## src/rtl/sonar_echo_emulator.sv

```systemverilog
// Ultrasonic ranger emulator: accepts a trigger pulse of sufficient width and answers,
// after a fixed burst delay, with an echo whose width encodes the emulated range.
module sonar_echo_emulator #(
    parameter int MIN_TRIG_CYC = 500,
    parameter int BURST_CYC    = 10000,
    parameter int CYC_PER_MM   = 292,
    parameter int MIN_MM       = 20,
    parameter int MAX_MM       = 4000,
    parameter int TIMEOUT_CYC  = 1900000,
    parameter int HOLDOFF_CYC  = 50000
) (
    input  logic        clk,
    input  logic        rst_n,
    input  logic        trig,
    input  logic [11:0] distance_mm,
    input  logic        object_present,
    output logic        echo,
    output logic        busy,
    output logic        trig_err
);

    typedef enum logic [2:0] {IDLE, TRIG_HIGH, BURST, ECHO, HOLDOFF} state_t;

    localparam logic [20:0] MIN_TRIG_L   = 21'(MIN_TRIG_CYC);
    localparam logic [20:0] BURST_LAST   = 21'(BURST_CYC - 1);
    localparam logic [20:0] TIMEOUT_L    = 21'(TIMEOUT_CYC);
    localparam logic [20:0] HOLDOFF_LAST = 21'(HOLDOFF_CYC - 1);
    localparam logic [20:0] CYC_PER_MM_L = 21'(CYC_PER_MM);
    localparam logic [11:0] MIN_MM_L     = 12'(MIN_MM);
    localparam logic [11:0] MAX_MM_L     = 12'(MAX_MM);

    state_t      state, state_next;
    logic [20:0] cnt, cnt_next;
    logic        trig_meta, trig_s, trig_d;
    logic [1:0]  primed;
    logic        armed;
    logic        trig_rise;
    logic [11:0] lat_dist;
    logic        lat_obj;
    logic        lat_en;
    logic        echo_next, trig_err_next;
    logic [11:0] eff_mm;
    logic [20:0] echo_width;

    assign trig_rise = trig_s & ~trig_d;
    assign busy      = (state != IDLE);

    always_comb begin
        eff_mm = (lat_dist < MIN_MM_L) ? MIN_MM_L : lat_dist;
        if (!lat_obj || (lat_dist > MAX_MM_L))
            echo_width = TIMEOUT_L;
        else
            echo_width = {9'd0, eff_mm} * CYC_PER_MM_L;
    end

    always_comb begin
        state_next    = state;
        cnt_next      = cnt;
        echo_next     = 1'b0;
        trig_err_next = 1'b0;
        lat_en        = 1'b0;
        case (state)
            IDLE: begin
                if (trig_rise && armed) begin
                    state_next = TRIG_HIGH;
                    cnt_next   = 21'd1;
                end
            end
            TRIG_HIGH: begin
                if (trig_s) begin
                    if (cnt < MIN_TRIG_L)
                        cnt_next = cnt + 21'd1;
                end else if (cnt >= MIN_TRIG_L) begin
                    lat_en     = 1'b1;
                    state_next = BURST;
                    cnt_next   = '0;
                end else begin
                    trig_err_next = 1'b1;
                    state_next    = IDLE;
                    cnt_next      = '0;
                end
            end
            BURST: begin
                if (cnt == BURST_LAST) begin
                    state_next = ECHO;
                    cnt_next   = echo_width - 21'd1;
                    echo_next  = 1'b1;
                end else begin
                    cnt_next = cnt + 21'd1;
                end
            end
            ECHO: begin
                if (cnt == '0) begin
                    if (HOLDOFF_CYC == 0) begin
                        state_next = IDLE;
                        cnt_next   = '0;
                    end else begin
                        state_next = HOLDOFF;
                        cnt_next   = HOLDOFF_LAST;
                    end
                end else begin
                    cnt_next  = cnt - 21'd1;
                    echo_next = 1'b1;
                end
            end
            HOLDOFF: begin
                if (cnt == '0)
                    state_next = IDLE;
                else
                    cnt_next = cnt - 21'd1;
            end
            default: begin
                state_next = IDLE;
                cnt_next   = '0;
            end
        endcase
    end

    // armed only rises once the synchronizer carries a real low sample, so a trigger
    // held high through reset release cannot masquerade as a rising edge.
    always_ff @(posedge clk or negedge rst_n) begin
        if (!rst_n) begin
            trig_meta <= 1'b0;
            trig_s    <= 1'b0;
            trig_d    <= 1'b0;
            primed    <= 2'b00;
            armed     <= 1'b0;
            state     <= IDLE;
            cnt       <= '0;
            lat_dist  <= '0;
            lat_obj   <= 1'b0;
            echo      <= 1'b0;
            trig_err  <= 1'b0;
        end else begin
            trig_meta <= trig;
            trig_s    <= trig_meta;
            trig_d    <= trig_s;
            primed    <= {primed[0], 1'b1};
            if (primed[1] && !trig_s)
                armed <= 1'b1;
            state     <= state_next;
            cnt       <= cnt_next;
            echo      <= echo_next;
            trig_err  <= trig_err_next;
            if (lat_en) begin
                lat_dist <= distance_mm;
                lat_obj  <= object_present;
            end
        end
    end

endmodule
```

## config.mk

```make
export PLATFORM = sky130hd
export DESIGN_NAME = sonar_echo_emulator
export DESIGN_NICKNAME = d
export VERILOG_FILES = /design/src/rtl/sonar_echo_emulator.sv
export SDC_FILE = /design/constraint.sdc
export NUM_CORES = 1
export LEC_CHECK = 0
export BUFFER_PORTS_ARGS = -buffer_cell sky130_fd_sc_hd__buf_2
export CAP_MARGIN = 15
export CORE_UTILIZATION = 45
export CTS_CLUSTER_DIAMETER = 40
export DETAILED_ROUTE_END_ITERATION = 8
export SLEW_MARGIN = 10
export SYNTH_ARGS = -nofsm -noshare
export SYNTH_HDL_FRONTEND = slang
export SYNTH_SLANG_ARGS = --single-unit
```

## constraint.sdc

```tcl
create_clock -name clk -period 5.3 [get_ports clk]
set_input_delay 0.265 -clock clk [delete_from_list [all_inputs] [get_ports clk]]
set_output_delay 0.265 -clock clk [all_outputs]
set_load 0.05 [all_outputs]
```

==> flow_metrics.env <==
export IMPL_status="completed"
export IMPL_switching_share_pct=48.2
export IMPL_grt_pass1_vias=4272
export IMPL_drcViolationCount=0
export IMPL_reg2reg_depth=17
export IMPL_cp_top_family="compound AO/OA/AOI/OAI gates"
export IMPL_cts_htree_levels=2
export IMPL_crit_fanout=6
export IMPL_synth_avg_cell_area_um2=8.12
export IMPL_ios=19
export IMPL_maxSlewHeadroom_pct=20.0
export IMPL_syn_nets=656
export IMPL_die_h_um=106
export IMPL_grt_ovfl_total=0
export IMPL_cts_sinks=45
export IMPL_clk_pin_slew_worst_paths_ps=110
export IMPL_power_density_mw_per_mm2=281
export IMPL_layout_commonest_cell="nand2_1"
export IMPL_required_ps=5530
export IMPL_wl_per_cell_um=18.6
export IMPL_stdcell_area_mm2=0.00509
export IMPL_ctsHoldBuffers=0
export IMPL_io_buffer_count=18
export IMPL_drive_gt1_share_pct=12.4
export IMPL_p_int_uw=742
export IMPL_cap_violations=0
export IMPL_slowest_stage="fa_1"
export IMPL_start_util_pct=46.5
export IMPL_routabilityCongestion=0.930
export IMPL_totalWireLength_um=13500
export IMPL_dp_slack_ps=57.6
export IMPL_clk_path_buf_depth=2
export IMPL_grt_util_met2_pct=37.9
export IMPL_synth_seq_area_share_pct=23.3
export IMPL_grt_start_max_net_pins=46
export IMPL_min_period_ps=4960
export IMPL_syn_inst=594
export IMPL_yosys_register_bits=45
export IMPL_diodes=0
export IMPL_ys_types=72
export IMPL_arrival_ps=5190
export IMPL_post_dp_cell_area_mm2=0.00495
export IMPL_skew_ps=14.2
export IMPL_hold_slack_ps=30.3
export IMPL_vias=4649
export IMPL_setup_viol=0
export IMPL_dp_hpwl_um=9880
export IMPL_ant_nets=0
export IMPL_use_met3_pct=3.28
export IMPL_p_comb_share_pct=54.6
export IMPL_hp_class="input port to async pin"
export IMPL_via_per_inst=6.41
export IMPL_numCtsBuffers=5
export IMPL_path_cells="nor4_4 > nand3_1 > nand2b_1 > ha_1 > ha_1 > inv_1 > fa_1 > inv_1 > ha_1 > and4_1 > a22oi_1 > a211o_1 > a21boi_0 > o221ai_1 > o31ai_1 > nor3b_1 > a2bb2oi_1"
export IMPL_synth_ff_type="dfrtp_1"
export IMPL_fin_setup_tns_ps=0
export IMPL_p_leak_uw=0.00215
export IMPL_hold_violations=0
export IMPL_async_flop_share_pct=100
export IMPL_grt_util_met1_pct=36.1
export IMPL_setup_worst_path_class="register to register"
export IMPL_rows=37
export IMPL_grt_antenna_before_repair=0
export IMPL_design_die_area_mm2=0.0111
export IMPL_first_iter_violations=262
export IMPL_tightest_slew_ps=1200
export IMPL_p_clk_share_pct=17.2
export IMPL_cp_common_cell="ha_1"
export IMPL_cts_root_buf="clkbuf_8"
export IMPL_rsz0062_at_grt="false"
export IMPL_final_nets=650
export IMPL_grt_busiest_layer="met2"
export IMPL_critPathBufInv=2
export IMPL_fin_ws_ps=343
export IMPL_synth_edff_count=0
export IMPL_finalCritPeriodShare_pct=93.5
export IMPL_track_usage_pct=24.7
export IMPL_syn_area_mm2=0.00482
export IMPL_dr_pass1_iters=5
export IMPL_power_frac_seq_pct=28.1
export IMPL_cp_depth=17
export IMPL_mostFrequentLayoutCells="49 x nand2_1, 45 x dfrtp_1, 43 x ha_1, 37 x nor2_1, 33 x o21ai_0"
export IMPL_grt_pass1_wl_um=21900
export IMPL_clk_latency_ps=320
export IMPL_final_max_slew_violation_count=0
export IMPL_end_kind="register"
export IMPL_slowest_delay_ps=500
export IMPL_syn_to_final_growth_pct=5.55
export IMPL_cts_tree="built"
export IMPL_yosys_warnings=0
export IMPL_startpoint_type="register"
export IMPL_fmax_mhz=202
export IMPL_core_area_mm2=0.0104
export IMPL_ir_drop_uv=200
export IMPL_switching_power_uw=690
export IMPL_die_w_um=106
[power groups by stage]
stage | logic, µW | registers, µW | clock network [µW]
after floorplan | 602 | 397 | 0
after global placement | 747 | 406 | 0
after detailed placement | 755 | 408 | 0
after CTS | 762 | 401 | 252
after global routing | 864 | 408 | 266
final | 782 | 403 | 247
[layout make-up]
type	instances	area [µm²]
well taps	136	170
repair buffers	27	158
clock inverters	2	16.3
clock buffers	6	82.6
multi-input cells	485	3450
inverters	24	90.1
fillers	1067	5280
flip-flops and latches	45	1130
[registers in the layout (all words and copies together) (netlist names)]
name / cells
cnt: 21
lat_dist: 12
state: 3
primed: 2
armed: 1
echo: 1
lat_obj: 1
trig_d: 1
trig_err: 1
trig_meta: 1
trig_s: 1
[cell usage after synthesis, types with 4 or more instances]
cell / number / share of area (%)
o22ai_1: 4 / 0.52
a31o_2: 4 / 0.73
and3_1: 9 / 1.2
nand2b_1: 5 / 0.65
a311o_1: 4 / 0.83
a211oi_1: 4 / 0.62
nor4_1: 15 / 1.9
o221ai_1: 8 / 1.5
nor3_1: 25 / 2.6
nor2_1: 37 / 2.9
mux2_2: 13 / 3.0
clkbuf_1: 26 / 2.0
o21ai_0: 33 / 3.4
o21ai_1: 9 / 0.93
or4_1: 4 / 0.62
inv_1: 24 / 1.9
o211ai_1: 7 / 1.1
a31oi_1: 8 / 1.0
a22o_1: 7 / 1.3
dfrtp_1: 45 / 23
nand3_1: 28 / 2.9
or3_1: 9 / 1.2
o21a_1: 8 / 1.2
xor2_1: 12 / 2.2
a21o_1: 10 / 1.6
nor3b_1: 5 / 0.78
nand4_1: 7 / 0.91
nand2_1: 49 / 3.8
xnor2_1: 17 / 3.1
a21oi_1: 29 / 3.0
ha_1: 43 / 11
buf_2: 11 / 1.1
a221oi_1: 4 / 0.73
and2_1: 6 / 0.78
nor2b_1: 4 / 0.52
[path summary, 6_finish.rpt]
path / from / end / slack, ps
worst max-delay path: lat_dist[10] / cnt[19] / 340
worst min-delay path: rst_n / cnt[16] / 30
worst max register to register: lat_dist[10] / cnt[19] / 340
worst min register to register: trig_meta / trig_s / 360
max in group asynchronous: rst_n / lat_dist[6] / 4840
min in group clk: trig / trig_meta / 50
[cell families after synthesis]
logic type / count (synthesis) / share of synthesized area (%)
simple gates: 222 / 24.4
compound gates: 174 / 25.8
buf+inv: 64 / 5.73
fa+ha+maj: 46 / 12.4
flops: 45 / 23.3
xor+xnor: 29 / 5.26
mux: 13 / 3.03
other cells: 1 / 0.0777
[per-layer routing]
| metal | share of wire (%) | vias to the layer above |
|---|---|---|
| li1 | - | 2228 |
| met1 | 48 | 2248 |
| met2 | 44 | 154 |
| met3 | 5.8 | 19 |
| met4 | 1.9 | 0 |
| met5 | 0 | - |
[metrics by stage]
step | power, µW | utilization (%) | cells
floorplan | 999 | - | 594
global placement | 1150 | 47.7 | 715
detailed placement | 1160 | 47.7 | 715
CTS | 1420 | 48.7 | 723
global route | 1540 | 49.1 | 725
finish | 1430 | 49.1 | 725
[timing repair]
action | CTS | global route
resized for setup | 0 | 4
endpoints found under the setup margin | 0 | 6
buffers inserted | 0 | 2
Power figures use the tool's default switching activity.
